<file path="src/rtl/calci_core.sv">
// Calculator arithmetic engine: single-cycle add/sub/mul, 8-step restoring divide with Stall.
// Optional divider built only when CALCI_DIV_EN is defined; otherwise ctrl=11 returns zero.
module calci_core #(
    parameter int DATA_W = 8
) (
    input  logic                clk,
    input  logic                rst,
    input  logic                Valid,
    input  logic [DATA_W-1:0]   A,
    input  logic [DATA_W-1:0]   B,
    input  logic [1:0]          ctrl,
    output logic                Stall,
    output logic [2*DATA_W-1:0] C,
    output logic                Done
);
    localparam int RES_W = 2 * DATA_W;
    localparam logic [1:0] OP_ADD = 2'b00;
    localparam logic [1:0] OP_SUB = 2'b01;
    localparam logic [1:0] OP_MUL = 2'b10;
    localparam logic [1:0] OP_DIV = 2'b11;

    logic [RES_W-1:0]  r_c;
    logic              r_done;
    logic              w_accept;
    logic [DATA_W:0]   w_sum;
    logic [RES_W-1:0]  w_single;

    assign w_sum = {1'b0, A} + {1'b0, B};

    always_comb begin
        w_single = '0;
        case (ctrl)
            OP_ADD: w_single = {{(DATA_W-1){1'b0}}, w_sum};
            OP_SUB: w_single = {{DATA_W{1'b0}}, A} - {{DATA_W{1'b0}}, B};
            OP_MUL: w_single = {{DATA_W{1'b0}}, A} * {{DATA_W{1'b0}}, B};
            default: begin
`ifdef CALCI_DIV_EN
                // Only the divide-by-zero case resolves here; real divides run in S_DIV.
                w_single = {A, {DATA_W{1'b1}}};
`else
                w_single = '0;
`endif
            end
        endcase
    end

`ifdef CALCI_DIV_EN
    localparam int CNT_W = $clog2(DATA_W);

    typedef enum logic {S_IDLE, S_DIV} state_t;

    state_t             r_state;
    state_t             w_next_state;
    logic               r_stall;
    logic [CNT_W-1:0]   r_cnt;
    logic [DATA_W-1:0]  r_dvd;
    logic [DATA_W-1:0]  r_dvs;
    logic [DATA_W-1:0]  r_rem;
    logic               w_div_start;
    logic               w_last;
    logic [DATA_W:0]    w_shift;
    logic [DATA_W:0]    w_diff;
    logic               w_ge;
    logic [DATA_W-1:0]  w_rem_next;
    logic [DATA_W-1:0]  w_quo_next;

    assign w_accept = Valid && !r_stall;

    // r_dvd starts as the dividend and fills with quotient bits from the LSB as it shifts.
    assign w_shift    = {r_rem, r_dvd[DATA_W-1]};
    assign w_diff     = w_shift - {1'b0, r_dvs};
    assign w_ge       = (w_shift >= {1'b0, r_dvs});
    assign w_rem_next = w_ge ? w_diff[DATA_W-1:0] : w_shift[DATA_W-1:0];
    assign w_quo_next = {r_dvd[DATA_W-2:0], w_ge};

    always_ff @(posedge clk or posedge rst) begin
        if (rst) begin
            r_state <= S_IDLE;
        end else begin
            r_state <= w_next_state;
        end
    end

    always_comb begin
        w_next_state = r_state;
        w_div_start  = 1'b0;
        w_last       = 1'b0;
        case (r_state)
            S_IDLE: begin
                if (w_accept && (ctrl == OP_DIV) && (B != '0)) begin
                    w_div_start  = 1'b1;
                    w_next_state = S_DIV;
                end
            end
            S_DIV: begin
                if (r_cnt == CNT_W'(DATA_W - 1)) begin
                    w_last       = 1'b1;
                    w_next_state = S_IDLE;
                end
            end
            default: w_next_state = S_IDLE;
        endcase
    end

    always_ff @(posedge clk or posedge rst) begin
        if (rst) begin
            r_c     <= '0;
            r_done  <= 1'b0;
            r_stall <= 1'b0;
            r_cnt   <= '0;
            r_dvd   <= '0;
            r_dvs   <= '0;
            r_rem   <= '0;
        end else begin
            r_done <= 1'b0;
            if (w_div_start) begin
                r_dvd   <= A;
                r_dvs   <= B;
                r_rem   <= '0;
                r_cnt   <= '0;
                r_stall <= 1'b1;
            end else if (r_state == S_DIV) begin
                r_rem <= w_rem_next;
                r_dvd <= w_quo_next;
                r_cnt <= r_cnt + CNT_W'(1);
                if (w_last) begin
                    r_c     <= {w_rem_next, w_quo_next};
                    r_done  <= 1'b1;
                    r_stall <= 1'b0;
                end
            end else if (w_accept) begin
                r_c    <= w_single;
                r_done <= 1'b1;
            end
        end
    end

    assign Stall = r_stall;
`else
    assign w_accept = Valid;

    always_ff @(posedge clk or posedge rst) begin
        if (rst) begin
            r_c    <= '0;
            r_done <= 1'b0;
        end else begin
            r_done <= 1'b0;
            if (w_accept) begin
                r_c    <= w_single;
                r_done <= 1'b1;
            end
        end
    end

    assign Stall = 1'b0;
`endif

    assign C    = r_c;
    assign Done = r_done;

endmodule

</file>
<file path="config.mk">
export PLATFORM = sky130hd
export DESIGN_NAME = calci_core
export DESIGN_NICKNAME = d
export VERILOG_FILES = /design/src/rtl/calci_core.sv
export SDC_FILE = /design/constraint.sdc
export NUM_CORES = 1
export LEC_CHECK = 0
export BUFFER_PORTS_ARGS = -buffer_cell sky130_fd_sc_hd__buf_2
export CAP_MARGIN = 20
export CORE_AREA = 2 2 85 87
export DETAILED_ROUTE_END_ITERATION = 10
export DIE_AREA = 0 0 87 89
export GPL_ROUTABILITY_DRIVEN = 0
export GPL_TIMING_DRIVEN = 0
export PLACE_DENSITY = 0.77
export SETUP_SLACK_MARGIN = 0.1
export SLEW_MARGIN = 15
export SYNTH_ARGS = -nofsm -noshare
export SYNTH_HDL_FRONTEND = slang
export SYNTH_SLANG_ARGS = --single-unit
</file>
<file path="constraint.sdc">
create_clock -name clk -period 0.98 [get_ports clk]
set_input_delay 0.049 -clock clk [delete_from_list [all_inputs] [get_ports clk]]
set_output_delay 0.049 -clock clk [all_outputs]
set_load 0.005 [all_outputs]
</file>
==> results by stage, run 1 <==
Logic synthesis:
- The synthesized design contains 17 register bits.
- The net count after synthesis is 534.
- The count of unique library cells instantiated by Yosys is 62.
- The combinational family with the most area after synthesis is adder cells.
- Synthesis produced a netlist whose cell count is between 400 and 500.
- The Yosys step of the flow raised 0 warnings.
- The average size of a mapped cell is 8.670 um2.
- For this run, the leading register cell type out of synthesis is sky130_fd_sc_hd__dfrtp_1.
- In the synthesized netlist the async set-or-reset flop fraction comes to 100.0%.
- The biggest area contributor in the post-synthesis netlist is sky130_fd_sc_hd__fa_1.
- The compound-gate portion of the synthesized area is 18.49%.
- The most common cell in the synthesized netlist is sky130_fd_sc_hd__inv_1.
- The commonest cells after synthesis are sky130_fd_sc_hd__inv_1, sky130_fd_sc_hd__ha_1, sky130_fd_sc_hd__and2_1.
- The share of the synthesized area in the top cell type is between 20 and 25%.
- The synthesized cell area is about 0.0037 mm2.
- After synthesis, the cell types taking the most area are sky130_fd_sc_hd__fa_1, sky130_fd_sc_hd__ha_1, sky130_fd_sc_hd__dfrtp_1.
- The share of the Yosys chip area taken by registers is 11.60%.
- The synthesized netlist devotes between 2 and 2.5% of its cell area to XOR and XNOR gates.
- The area share of and/or/nand/nor cells after synthesis is a little under a fifth.
- The share of synthesized cell area in full adder, half adder and majority cells is 38.49%.
- Counting flops with a built-in enable in the synthesized netlist gives 0.
- The multiplexer share of the synthesized area is 0.5459%.

Pwr:
- The internal power of the cells is 4.742 mW.
- In this run the power density over the cells is around 1800 mW/mm2.
- For this design the total switching power over the nets is 4.124 mW.
- The cell leakage power is 2.334 nW.
- The clock network burns roughly 6.2% of the power.
- The combinational share of power is between 80% and 90%.
- IR analysis of the VDD net gives a maximum drop of roughly 1.3 mV.
- Total power for the finished layout comes to 8.866 mW.
- Sequential cells burn a little over a tenth of the power.
- Net switching is 46.52% of the power.

Route:
- The routed design has a little under 10000 um of wire.
- The pre-antenna-repair detailed-routing pass consisted of 4 iterations.
- The number of vias after detailed routing is about 3300.
- The detail-routed via count per cell is ~5.8.
- The number of antenna-violating nets in the routed design is 0.
- The number of DRC markers in iteration 0 is 129.
- The detailed-route DRC error count is 0.
- The detail-routed net length per standard cell is approximately 17 um.

Setup path:
- The signal on the critical path passes through buf_12 -> and2_4 -> fa_1 -> fa_2 -> fa_1 -> inv_2 -> fa_1 -> inv_2 -> ha_4 -> a211o_1 -> o21ai_2 -> xor2_1 -> o221ai_1.
- Of all nets on the critical path, the largest fanout is 8.
- The critical path class is in -> reg.
- The data arrival time of the critical path is 3.52 ns.
- The slowest stage of the critical path is the sky130_fd_sc_hd__fa_1 cell.
- The endpoint identified for the worst register-to-register timing path is C[8].
- STA puts the critical path data required time at between 1 and 1.5 ns.
- The critical path starts at B[7].
- For the worst flop-to-flop path, the logic depth is 3.
- The maximum cell stage delay along the critical path is approximately 0.57 ns.
- The most prevalent standard cell on the critical path is sky130_fd_sc_hd__fa_1.
- STA classifies the critical path startpoint as an input pin.
- The critical path endpoint category is a flip-flop.
- The startpoint identified for the worst register-to-register timing path is C[8].
- The setup slack on the worst flop-to-flop path is -0.12 ns.

Timing:
- The slew at the pin closest to its max-slew limit is roughly 0.68 ns.
- Across all setup checks in the final design, the least slack found is -2.422 ns.
- The count of endpoints failing hold in the final timing report came to 17.
- The final worst clock skew is 0 ns.
- The post-route worst hold slack is -0.1177 ns.
- After routing, the total negative slack on setup checks comes to -27.84 ns.
- Setup repair after global routing could not meet its margin everywhere.
- The count of final max-slew check failures is 0.
- The fmax is between 200 and 300 MHz.
- Setup violations remaining at the end of the flow were counted as 15.
- Counting I/O delays and the setup requirement, the final critical path takes approximately 3.4 ns.
- The share of the clock period used by the worst path is 347.2%.
- The worst slew slack as a fraction of its limit is between 50% and 60%.

Layout:
- The area added between synthesis and finish is 37.22%.
- Cells fill around 75% of the core in the end.
- The number of standard cells in the layout, taps in and fillers out is 574.
- After filler insertion, the fill cell instance count of the layout stands at 490.
- For this run, the post-layout net count is between 600 and 700.
- The repair_antennas step left the layout with diodes totalling 0.
- The fraction of layout cells with a size suffix above 1 is a little under two fifths.

Clocking:
- Buffers inserted to repair hold after CTS numbered 1.
- The clock reaches the later pin of the worst-skew pair after ~0.26 ns.
- The TritonCTS clock tree is built.
- Counting every sink on the clock net gives 17.
- The cell chosen for the clock root is sky130_fd_sc_hd__clkbuf_8.
- Buffers inserted during clock tree synthesis total 3.
- The deepest clock path buffer count is 2.
- Clock-pin slew was measured on the worst setup and hold paths at around 0.07 ns.
- In this run the number of H-tree levels came out at 1.

Floorplan:
- The floorplan has 30 rows.
- Once the floorplan was initialized, standard cells occupied a little over half of the core.
- The die outline width is approximately 87 um.
- The full die area is approximately 0.0077 mm2.
- The I/O pin count is 39.
- The die span in y is roughly 89 um.
- The placeable core region is 0.006719 mm2.

Placement:
- Detailed placement finished with a half-perimeter wire length of just over 7000 um.
- Buffers placed on the I/O ports in this run total 36.
- In this run, placement finished with an instance count of around 540.
- The post-placement worst setup slack is -2.873 ns.

Global routing:
- For this run, the total global-route usage over all layers was measured as about a quarter.
- The number of global-route vias before repair is between 3000 and 4000.
- The first global-routing pass estimated 15950 um of wire.
- The largest net degree at the start of global routing is 18.
- The aggregate global routing overflow is 0.
- The initial antenna violation count is 0.

Run:
- The number of maximum-capacitance constraint violations is 0.

Run status:
- The run finished, with violations left.
- The final reports fail on negative hold slack, negative setup slack.

Hold path:
- The path class of the lowest-slack min-delay path is in -> async.
[power by group through the flow]
| stage | registers (mW) | logic (mW) | clock network, mW |
|---|---|---|---|
| after floorplan | 0.996 | 4.18 | 0 |
| after global placement | 0.979 | 5.32 | 0 |
| after detailed placement | 0.985 | 5.42 | 0 |
| after CTS | 0.975 | 6.43 | 0.553 |
| after global routing | 0.991 | 8.00 | 0.584 |
| final | 0.979 | 7.34 | 0.549 |
[final cells by class]
class                           instances  area, um2  area share, %
Clock buffer                            3      41.29         0.8205
Buffer                                 10      101.3          2.014
Tap cell                               80      100.1          1.989
Inverter                               69      262.8          5.221
Multi-Input combinational cell        325       3421          67.98
Timing Repair Buffer                   69      675.6          13.43
Clock inverter                          1      5.005        0.09945
Sequential cell                        17      425.4          8.453
[timing repair]
| item | CTS | global route |
|---|---|---|
| cloned | 0 | 0 |
| endpoints found under the hold margin | 18 | 17 |
| resized for setup | 84 | 47 |
| endpoints found under the setup margin | 16 | 16 |
| setup buffers | 18 | 16 |
| pin swaps | 55 | 52 |
[cells in the final DEF, fill, tap and decap left out, types with 18 or more instances in the layout]
cell	instances
sky130_fd_sc_hd__inv_1	53
sky130_fd_sc_hd__fa_1	31
sky130_fd_sc_hd__ha_1	31
sky130_fd_sc_hd__and2_1	29
sky130_fd_sc_hd__buf_4	23
sky130_fd_sc_hd__buf_2	23
sky130_fd_sc_hd__nor2_1	21
sky130_fd_sc_hd__ha_4	18
[sequential cells by signal, indices dropped and copies added (netlist names)]
register and flops:
C 16, Done 1
[layer usage]
metal / up-vias / track usage (%) / share of wire (%) / routed length, um
met5: - / 0 / 0 / 0
met4: 0 / 7.386 / 2.4 / 237
met3: 21 / 2.585 / 3.3 / 321
met2: 85 / 49.48 / 52 / 5164
met1: 1640 / 32.08 / 42 / 4142
li1: 1576 / - / - / -
[worst max-delay path, delay by kind of cell]
kind	cells	cell delay (ns)
adders and majority gates	5	2.22
AOI/OAI and AO/OA	3	0.66
buffers and inverters	3	0.20
and+or+nand+nor	1	0.15
xor gates and xnor gates	1	0.24
[worst max-delay path by stage]
| stage | to | slack (ns) | cells past startpoint |
|---|---|---|---|
| floorplan | C[14] | -2.47 | 13 |
| global placement | C[14] | -2.85 | 14 |
| detailed placement | C[14] | -2.87 | 14 |
| CTS | C[11] | -2.37 | 14 |
| global route | C[11] | -2.60 | 14 |
| finish | C[11] | -2.42 | 13 |
[logic make-up after synthesis]
logic type / after synthesis
multiplexers: 2
adder cells (fa/ha/maj): 90
buffers and inverters: 81
other: 1
AND/OR/NAND/NOR: 129
AO/OA/AOI/OAI: 94
XOR/XNOR: 9
flip-flops: 17
[through the flow]
step | area (um2) | hold WS (ns)
after floorplan | 3934 | -0.02493
after global placement | 4214 | 0.1647
after detailed placement | 4214 | 0.1766
after CTS | 4735 | -0.1025
after global routing | 5032 | -0.06927
final | 5032 | -0.1177
No activity file was read; power rests on OpenSTA's default activity.
==> run 2: changes to the inputs <==
--- a/config.mk
+++ b/config.mk
@@ -9,8 +9,8 @@
 export CAP_MARGIN = 20
-export CORE_AREA = 2 2 85 87
+export CORE_AREA = 2 2 82 84
 export DETAILED_ROUTE_END_ITERATION = 10
-export DIE_AREA = 0 0 87 89
+export DIE_AREA = 0 0 84 86
 export GPL_ROUTABILITY_DRIVEN = 0
 export GPL_TIMING_DRIVEN = 0
-export PLACE_DENSITY = 0.77
+export PLACE_DENSITY = 0.79
 export SETUP_SLACK_MARGIN = 0.1
==> constraint.sdc (replaced) <==
create_clock -name clk -period 4.35 [get_ports clk]
set_input_delay 0.87 -clock clk [delete_from_list [all_inputs] [get_ports clk]]
set_output_delay 0.87 -clock clk [all_outputs]
set_load 0.005 [all_outputs]
==> run 2 against run 1 <==
Compared with the run above: the flow now finishes without violations; die area shrank 6.7%; register-to-register slack gained 3.4 ns; clock power shrank 77%; power decreased by 81%; worst hold slack gained 0.64 ns.
==> results by stage, run 2 (synthesis results as in run 1) <==
Run status:
- The run finished with clean final reports.

Pwr:
- The switching power total is ~0.83 mW.
- The sequential power share is 12.7%.
- IR analysis of the VDD net gives a maximum drop of 0.4265 mV.
- Power spread over the standard cell area amounts to between 300 and 400 mW/mm2.
- The clock network accounts for around 7.3% of the total power.
- The internal power of the cells is between 0.8 and 0.9 mW.
- Combinational logic is responsible for 80.0% of the overall power.
- The analysis attributes to cell leakage a power of between 2 and 2.5 nW.
- Of the total power, the share spent switching nets is slightly below 50%.

Timing:
- Of the available clock period, the critical path in the final layout requires a little over nine tenths.
- Setup violations remaining at the end of the flow were counted as 0.
- Across the routed clock network, the largest skew measured is 0 ns.
- The clock period could shrink to approximately 4.2 ns.
- The fmax is around 240 MHz.
- At the pin with the least slew margin, the transition time is about 0.68 ns.
- The count of final max-slew check failures is 0.
- Setup repair after global routing could not meet its margin everywhere.
- The worst slew slack as a fraction of its limit is 54.49%.
- The setup slack of the critical path after layout is between 0.1 and 0.15 ns.
- The count of endpoints failing hold in the final timing report is 0.

Floorplan:
- The initial core utilization is 58.42%.
- The floorplan step defined a die boundary enclosing roughly 0.0072 mm2.
- In this run the core area contains 29 standard-cell rows.
- In this run the vertical extent of the chip is roughly 86 um.
- In this run the horizontal extent of the chip is approximately 84 um.
- During I/O placement, the number of pins put on the boundary was 39.
- The core region is 0.006277 mm2.

Setup path:
- The data arrival time of the critical path is 4.36 ns.
- The critical path endpoint category is a flip-flop.
- The maximum cell stage delay along the critical path is roughly 0.53 ns.
- The critical path goes through buf_6 -> and2_4 -> fa_1 -> fa_1 -> fa_1 -> inv_1 -> fa_1 -> inv_2 -> ha_4 -> a21o_1 -> a21oi_2 -> nor4b_2 -> a211oi_1 -> nand4_1.
- The endpoint identified for the worst register-to-register timing path is C[8].
- Counting cells, the worst reg-to-reg path comes to 4.
- The required arrival time at the worst endpoint is 4.46 ns.
- The startpoint kind of the worst setup timing path is an input pin.
- The most prevalent standard cell on the critical path is sky130_fd_sc_hd__fa_1.
- Along the worst path, the maximum fanout reaches 9.
- Among all stages on the critical path, the largest delay is contributed by sky130_fd_sc_hd__fa_1.
- The setup slack on the worst flop-to-flop path is 3.28 ns.
- The critical path is of the in -> reg type.
- The startpoint of the lowest-slack register-to-register path is C[8].

Layout:
- The leading cell type in the layout, fill and taps excluded is sky130_fd_sc_hd__inv_1.
- The number of flip-flops in the largest register is 16.
- After the last flow step, the layout net total stands at 578.
- In the layout the commonest cells are sky130_fd_sc_hd__inv_1, sky130_fd_sc_hd__ha_1, sky130_fd_sc_hd__fa_1, sky130_fd_sc_hd__and2_1.
- The area added between synthesis and finish is 19.93%.
- The final instance area is between 0.004 and 0.005 mm2.
- 0 antenna diodes ended up in the layout.
- The fill cell total of the finished layout is 484.
- The fraction of layout cells with a size suffix above 1 is between 20% and 30%.

Route:
- The final wirelength is about 9900 um.
- The detail route stage leaves a number of antenna-violating nets equal to 0.
- The number of DRC markers in iteration 0 is approximately 220.
- The pre-antenna-repair detailed-routing pass consisted of 5 iterations.
- The number of vias after detailed routing is about 3300.
- The detailed-route DRC error count is 0.
- The detail-routed net length per standard cell is around 18 um.
- In the routed layout, each cell is associated on average with a via count of approximately 6.0.

Hold path:
- The depth of the worst hold-timing path is 2.
- The startpoint of the most critical hold path is C[3].
- The tightest min-delay check is of the reg -> reg type.
- The endpoint with the worst hold slack is C[3].

Clocking:
- The count of H-tree levels built during CTS is 1.
- CTS saw 17 sinks.
- The CTS buffer count is 3.
- The root buffer cell chosen for the clock tree is sky130_fd_sc_hd__clkbuf_8.
- The clock passes through at most 2 buffers.
- The clock-pin slew reported for the worst setup and hold paths after clock tree synthesis is 0.07 ns.
- Buffers inserted to repair hold after CTS numbered 0.
- The TritonCTS clock tree is built.
- The clock network latency to the later pin of the worst-skew pair is around 0.26 ns.

Placement:
- The half-perimeter wire length of the detailed placement result is 7249 um.
- The placement-stage cell area is roughly 0.0040 mm2.
- Before CTS, the worst setup slack after placement is -0.5003 ns.
- The number of port buffers is 36.

Global routing:
- The aggregate global routing overflow is 0.
- The total routing resource utilization after global routing is around 27%.
- Entering global routing, the biggest net connects 18 pins.
- The number of global-route vias before repair is about 3400.
- The initial antenna violation count is 0.
- The first-pass GRT wire length is 15790 um.

Run:
- The number of maximum-capacitance constraint violations is 0.
run 2: changes by cell type in the layout (fill, tap and decap cells not counted), moves of 3 or more:
| cell | change |
|---|---|
| sky130_fd_sc_hd__a21oi_1 | +5 |
| sky130_fd_sc_hd__a21oi_2 | -6 |
| sky130_fd_sc_hd__buf_12 | -10 |
| sky130_fd_sc_hd__buf_4 | -14 |
| sky130_fd_sc_hd__buf_6 | -3 |
| sky130_fd_sc_hd__ha_1 | +11 |
| sky130_fd_sc_hd__ha_4 | -11 |
| sky130_fd_sc_hd__inv_1 | +8 |
| sky130_fd_sc_hd__inv_2 | -8 |
run 2: repair_timing:
| item | CTS | global route |
|---|---|---|
| resized for setup | 54 | 38 |
| pin swaps | 25 | 33 |
| cloned | 0 | 1 |
| setup buffers | 3 | 2 |
| setup endpoints to repair | 10 | 10 |
run 2: area by class of cell:
cell class | count | area, um2 | area share (%)
Inverter | 69 | 261.5 | 5.946
Buffer | 9 | 87.58 | 1.991
Multi-Input combinational cell | 325 | 3131 | 71.18
Timing Repair Buffer | 42 | 351.6 | 7.994
Sequential cell | 17 | 425.4 | 9.673
Clock buffer | 4 | 45.04 | 1.024
Tap cell | 77 | 96.34 | 2.191
run 2: how the worst max path moves through the flow:
stage / slack [ns] / to / cells after the start / start
3_3_place_gp: -0.40 / C[11] / 14 / A[1]
5_1_grt: 0.04 / C[15] / 14 / A[2]
6_report: 0.10 / C[12] / 14 / A[2]
4_1_cts: 0.1 / C[15] / 15 / B[7]
3_5_place_dp: -0.50 / C[15] / 15 / A[1]
2_1_floorplan: 0.06 / C[14] / 13 / B[2]
run 2: worst max-delay path, delay by kind of cell:
kind,cells,cell delay (ns)
simple gates,3,0.39
compound gates,3,0.62
fa+ha+maj,5,2.26
buf+inv,3,0.22
run 2: power groups by stage:
| stage | Clock, mW | Sequential, mW | Combinational [mW] |
|---|---|---|---|
| floorplan | 0 | 0.224 | 0.813 |
| global placement | 0 | 0.219 | 1.06 |
| detailed placement | 0 | 0.220 | 1.10 |
| CTS | 0.127 | 0.217 | 1.23 |
| global route | 0.133 | 0.222 | 1.49 |
| finish | 0.124 | 0.217 | 1.36 |
run 2: per-stage QoR:
step | setup TNS (ns) | hold WS, ns | utilization, % | total power [mW] | std cells
2_1_floorplan | 0 | 0.4801 | - | 1.037 | 423
3_3_place_gp | -3.356 | 0.5016 | 63.66 | 1.276 | 536
3_5_place_dp | -4.214 | 0.5044 | 63.66 | 1.318 | 536
4_1_cts | 0 | 0.5197 | 67.29 | 1.572 | 540
5_1_grt | 0 | 0.5540 | 70.06 | 1.848 | 543
6_report | 0 | 0.5257 | 70.06 | 1.704 | 543
run 2: routing by layer:
metal | wire length [um] | vias up | global-route usage, %
met5 | 0 | - | 0
met4 | 164 | 0 | 6.891
met3 | 415 | 26 | 2.984
met2 | 5261 | 133 | 49.60
met1 | 4056 | 1601 | 34.29
li1 | - | 1519 | -
==> run 3: changes to the inputs <==
- clock period: 4.35 -> 4.7 ns (I/O delays scaled with it)
==> run 3 against run 2 <==
Compared with the run above: die area unchanged; non-clock buffer count unchanged; worst hold slack got worse by 0.011 ns; critical endpoint is now C[14]; routed wire length decreased by 9.7%; final cell count unchanged; setup slack improved by 0.12 ns; first-iteration DRC count decreased by 2.3%; count of clock-buffer cells in the layout unchanged; clock power decreased by 13%; power decreased by 17%.
==> results by stage, run 3 (synthesis results as in run 1) <==
Setup path:
- Among the stages of the critical path, the cell type that occurs most often is sky130_fd_sc_hd__fa_1.
- On the worst path, the slowest cell contributes a delay of 0.53 ns.
- The critical path class is in -> reg.
- Traced cell by cell, the critical path runs through buf_4 -> ha_1 -> fa_1 -> fa_1 -> fa_1 -> inv_1 -> fa_1 -> inv_1 -> ha_4 -> nand2_1 -> a21oi_2 -> a211oi_2 -> or4_1 -> nand3_1.
- The required arrival time at the worst endpoint is ~4.9 ns.
- The startpoint kind of the worst setup timing path is an input pin.
- The data arrival time of the critical path is 4.67 ns.
- The slowest stage of the critical path belongs to the cell sky130_fd_sc_hd__fa_1.
- The number of buffer and inverter stages on the critical path is 3.
- The peak fanout along the critical path is 9.
- Among cell families on the critical path, the largest total delay comes from adder cells.
- The critical path endpoint category is a flip-flop.

Timing:
- For the final routed database, the setup TNS stands at 0 ns.
- The final worst clock skew is 0 ns.
- The worst slew slack as a fraction of its limit is between 50% and 60%.
- For the pin with the worst max-slew slack, the measured transition is just under 0.7 ns.
- The count of endpoints failing hold in the final timing report is 0.
- The final number of setup-violating endpoints is 0.
- The setup slack of the critical path after layout is approximately 0.22 ns.
- The share of the clock period used by the worst path is around 95%.
- The count of final max-slew check failures is 0.
- Timing would allow up to ~220 MHz.
- The shortest period the worst path allows is roughly 4.5 ns.
- Setup repair after global routing could not meet its margin everywhere.
- The post-route worst hold slack is between 0.5 and 0.6 ns.

Clocking:
- The tree is rooted in a sky130_fd_sc_hd__clkbuf_8.
- The deepest clock path buffer count is 2.
- Clock latency on the worst-skew pair, taken at its later pin, is 0.25 ns.
- Clock-pin slew was measured on the worst setup and hold paths at 0.06 ns.
- In this run, post-CTS hold repair placed 0 buffers.
- The CTS buffer count is 3.
- The number of sinks driven by the clock tree is 17.
- TritonCTS built the clock tree.
- The count of H-tree levels built during CTS is 1.

Global routing:
- The number of global-route vias before repair is about 3300.
- The aggregate global routing overflow is 0.
- The initial antenna violation count was 0.
- The total routing resource utilization after global routing is roughly a quarter.
- The largest net degree at the start of global routing is 18.
- The first-pass GRT wire length is around 15000 um.

Layout:
- The core utilization of the finished layout is roughly two thirds.
- The area growth from synthesis to layout is 14.33%.
- In the layout the commonest cells are sky130_fd_sc_hd__inv_1, sky130_fd_sc_hd__ha_1, sky130_fd_sc_hd__fa_1, sky130_fd_sc_hd__and2_1, sky130_fd_sc_hd__buf_2.
- At the end of the flow, the number of nets in the layout was approximately 580.
- The leading cell type in the layout, fill and taps excluded is sky130_fd_sc_hd__inv_1.
- Leaving out filler cells and counting taps, the final layout contains between 500 and 600.
- The filler cells instantiated in the layout total 505.
- The number of antenna diodes is 0.
- The register with the most flip-flops in the layout has 16 of them.
- The finished cells cover 0.004193 mm2.
- The post-route netlist has between 10% and 20% of its cells at a drive strength greater than 1.

Floorplan:
- After floorplanning, the core was divided into 29 placement rows.
- The initial core utilization is between 50% and 60%.
- 39 I/O pins were placed.
- The full die area is 0.007224 mm2.
- The placeable core region is 0.006277 mm2.
- From left edge to right edge, the die measures between 80 and 90 um.
- The die is about 86 um tall.

Placement:
- Summing all placed instances gives a cell area of between 0.003 and 0.004 mm2.
- The post-placement worst setup slack is -0.3912 ns.
- In this run the tool buffered the top-level ports with 36 buffer cells.
- In this run, placement finished with an instance count of 536.
- Detailed placement ended at an HPWL of 6985 um.

Route:
- The detail-routed via count per cell is approximately 6.
- Wires add up to between 8000 and 9000 um.
- The number of vias after detailed routing is approximately 3200.
- For this run, design rule violations remaining after detail routing come to 0.
- Before antenna repair, the detailed router went through 5 iterations.
- The number of DRC markers in iteration 0 is 216.
- In the final routed layout, each cell accounts on average for around 16 um.
- The number of antenna-violating nets in the routed design is 0.

Pwr:
- The cell leakage power is around 2.1 nW.
- The post-route total power is approximately 1.4 mW.
- The power density normalized to cell area is between 300 and 400 mW/mm2.
- The maximum vdd drop is between 0.3 and 0.4 mV.

Run status:
- The flow ran to the end, and the final reports show no timing, DRC or antenna violations.

Run:
- The number of maximum-capacitance constraint violations is 0.

Hold path:
- The path class of the lowest-slack min-delay path is reg -> reg.
run 3: report_power, final:
group | total (mW) | internal, mW | switching, mW
Clock | 0.108 | 0.0601 | 0.0479
Combinational | 1.11 | 0.481 | 0.627
Sequential | 0.202 | 0.183 | 0.0182
run 3: metal layers:
metal / global-route usage (%) / part of all wire, %
met5: 0 / 0
met4: 7.771 / 2.1
met3: 2.502 / 4.1
met1: 33.64 / 42
met2: 45.24 / 51
run 3: repair_timing:
item / in CTS / in global routing
pin swaps: 1 / 21
setup endpoints to repair: 7 / 10
resized for setup: 12 / 42
buffers inserted: 0 / 4
run 3: layout make-up:
type                       count  area [um2]  area share (%)
multi-input combinational    325        3022           72.07
sequential                    17       425.4           10.15
inverter                      69       262.8           6.267
timing repair buffer          40       237.7           5.670
buffer                        11       103.9           2.477
tap                           77       96.34           2.298
clock buffer                   4       45.04           1.074
run 3: worst paths after layout:
kind / from / endpoint / slack, ns / cells after the start
worst max-delay path: A[3] / C[14] / 0.22 / 14
worst min-delay path: C[10] / C[10] / 0.52 / 2
worst max register to register: C[8] / C[8] / 3.62 / 4
worst min register to register: C[10] / C[10] / 0.52 / 2
max in group asynchronous: rst / C[6] / 3.49 / 2
min in group asynchronous: rst / C[2] / 0.78 / 2
run 3: worst register-to-register path: stages (launching register included):
cell	delay, ns
sky130_fd_sc_hd__dfrtp_1	0.39
sky130_fd_sc_hd__nor2b_1	0.15
sky130_fd_sc_hd__a31o_2	0.21
sky130_fd_sc_hd__o41ai_1	0.06
sky130_fd_sc_hd__o211ai_1	0.13
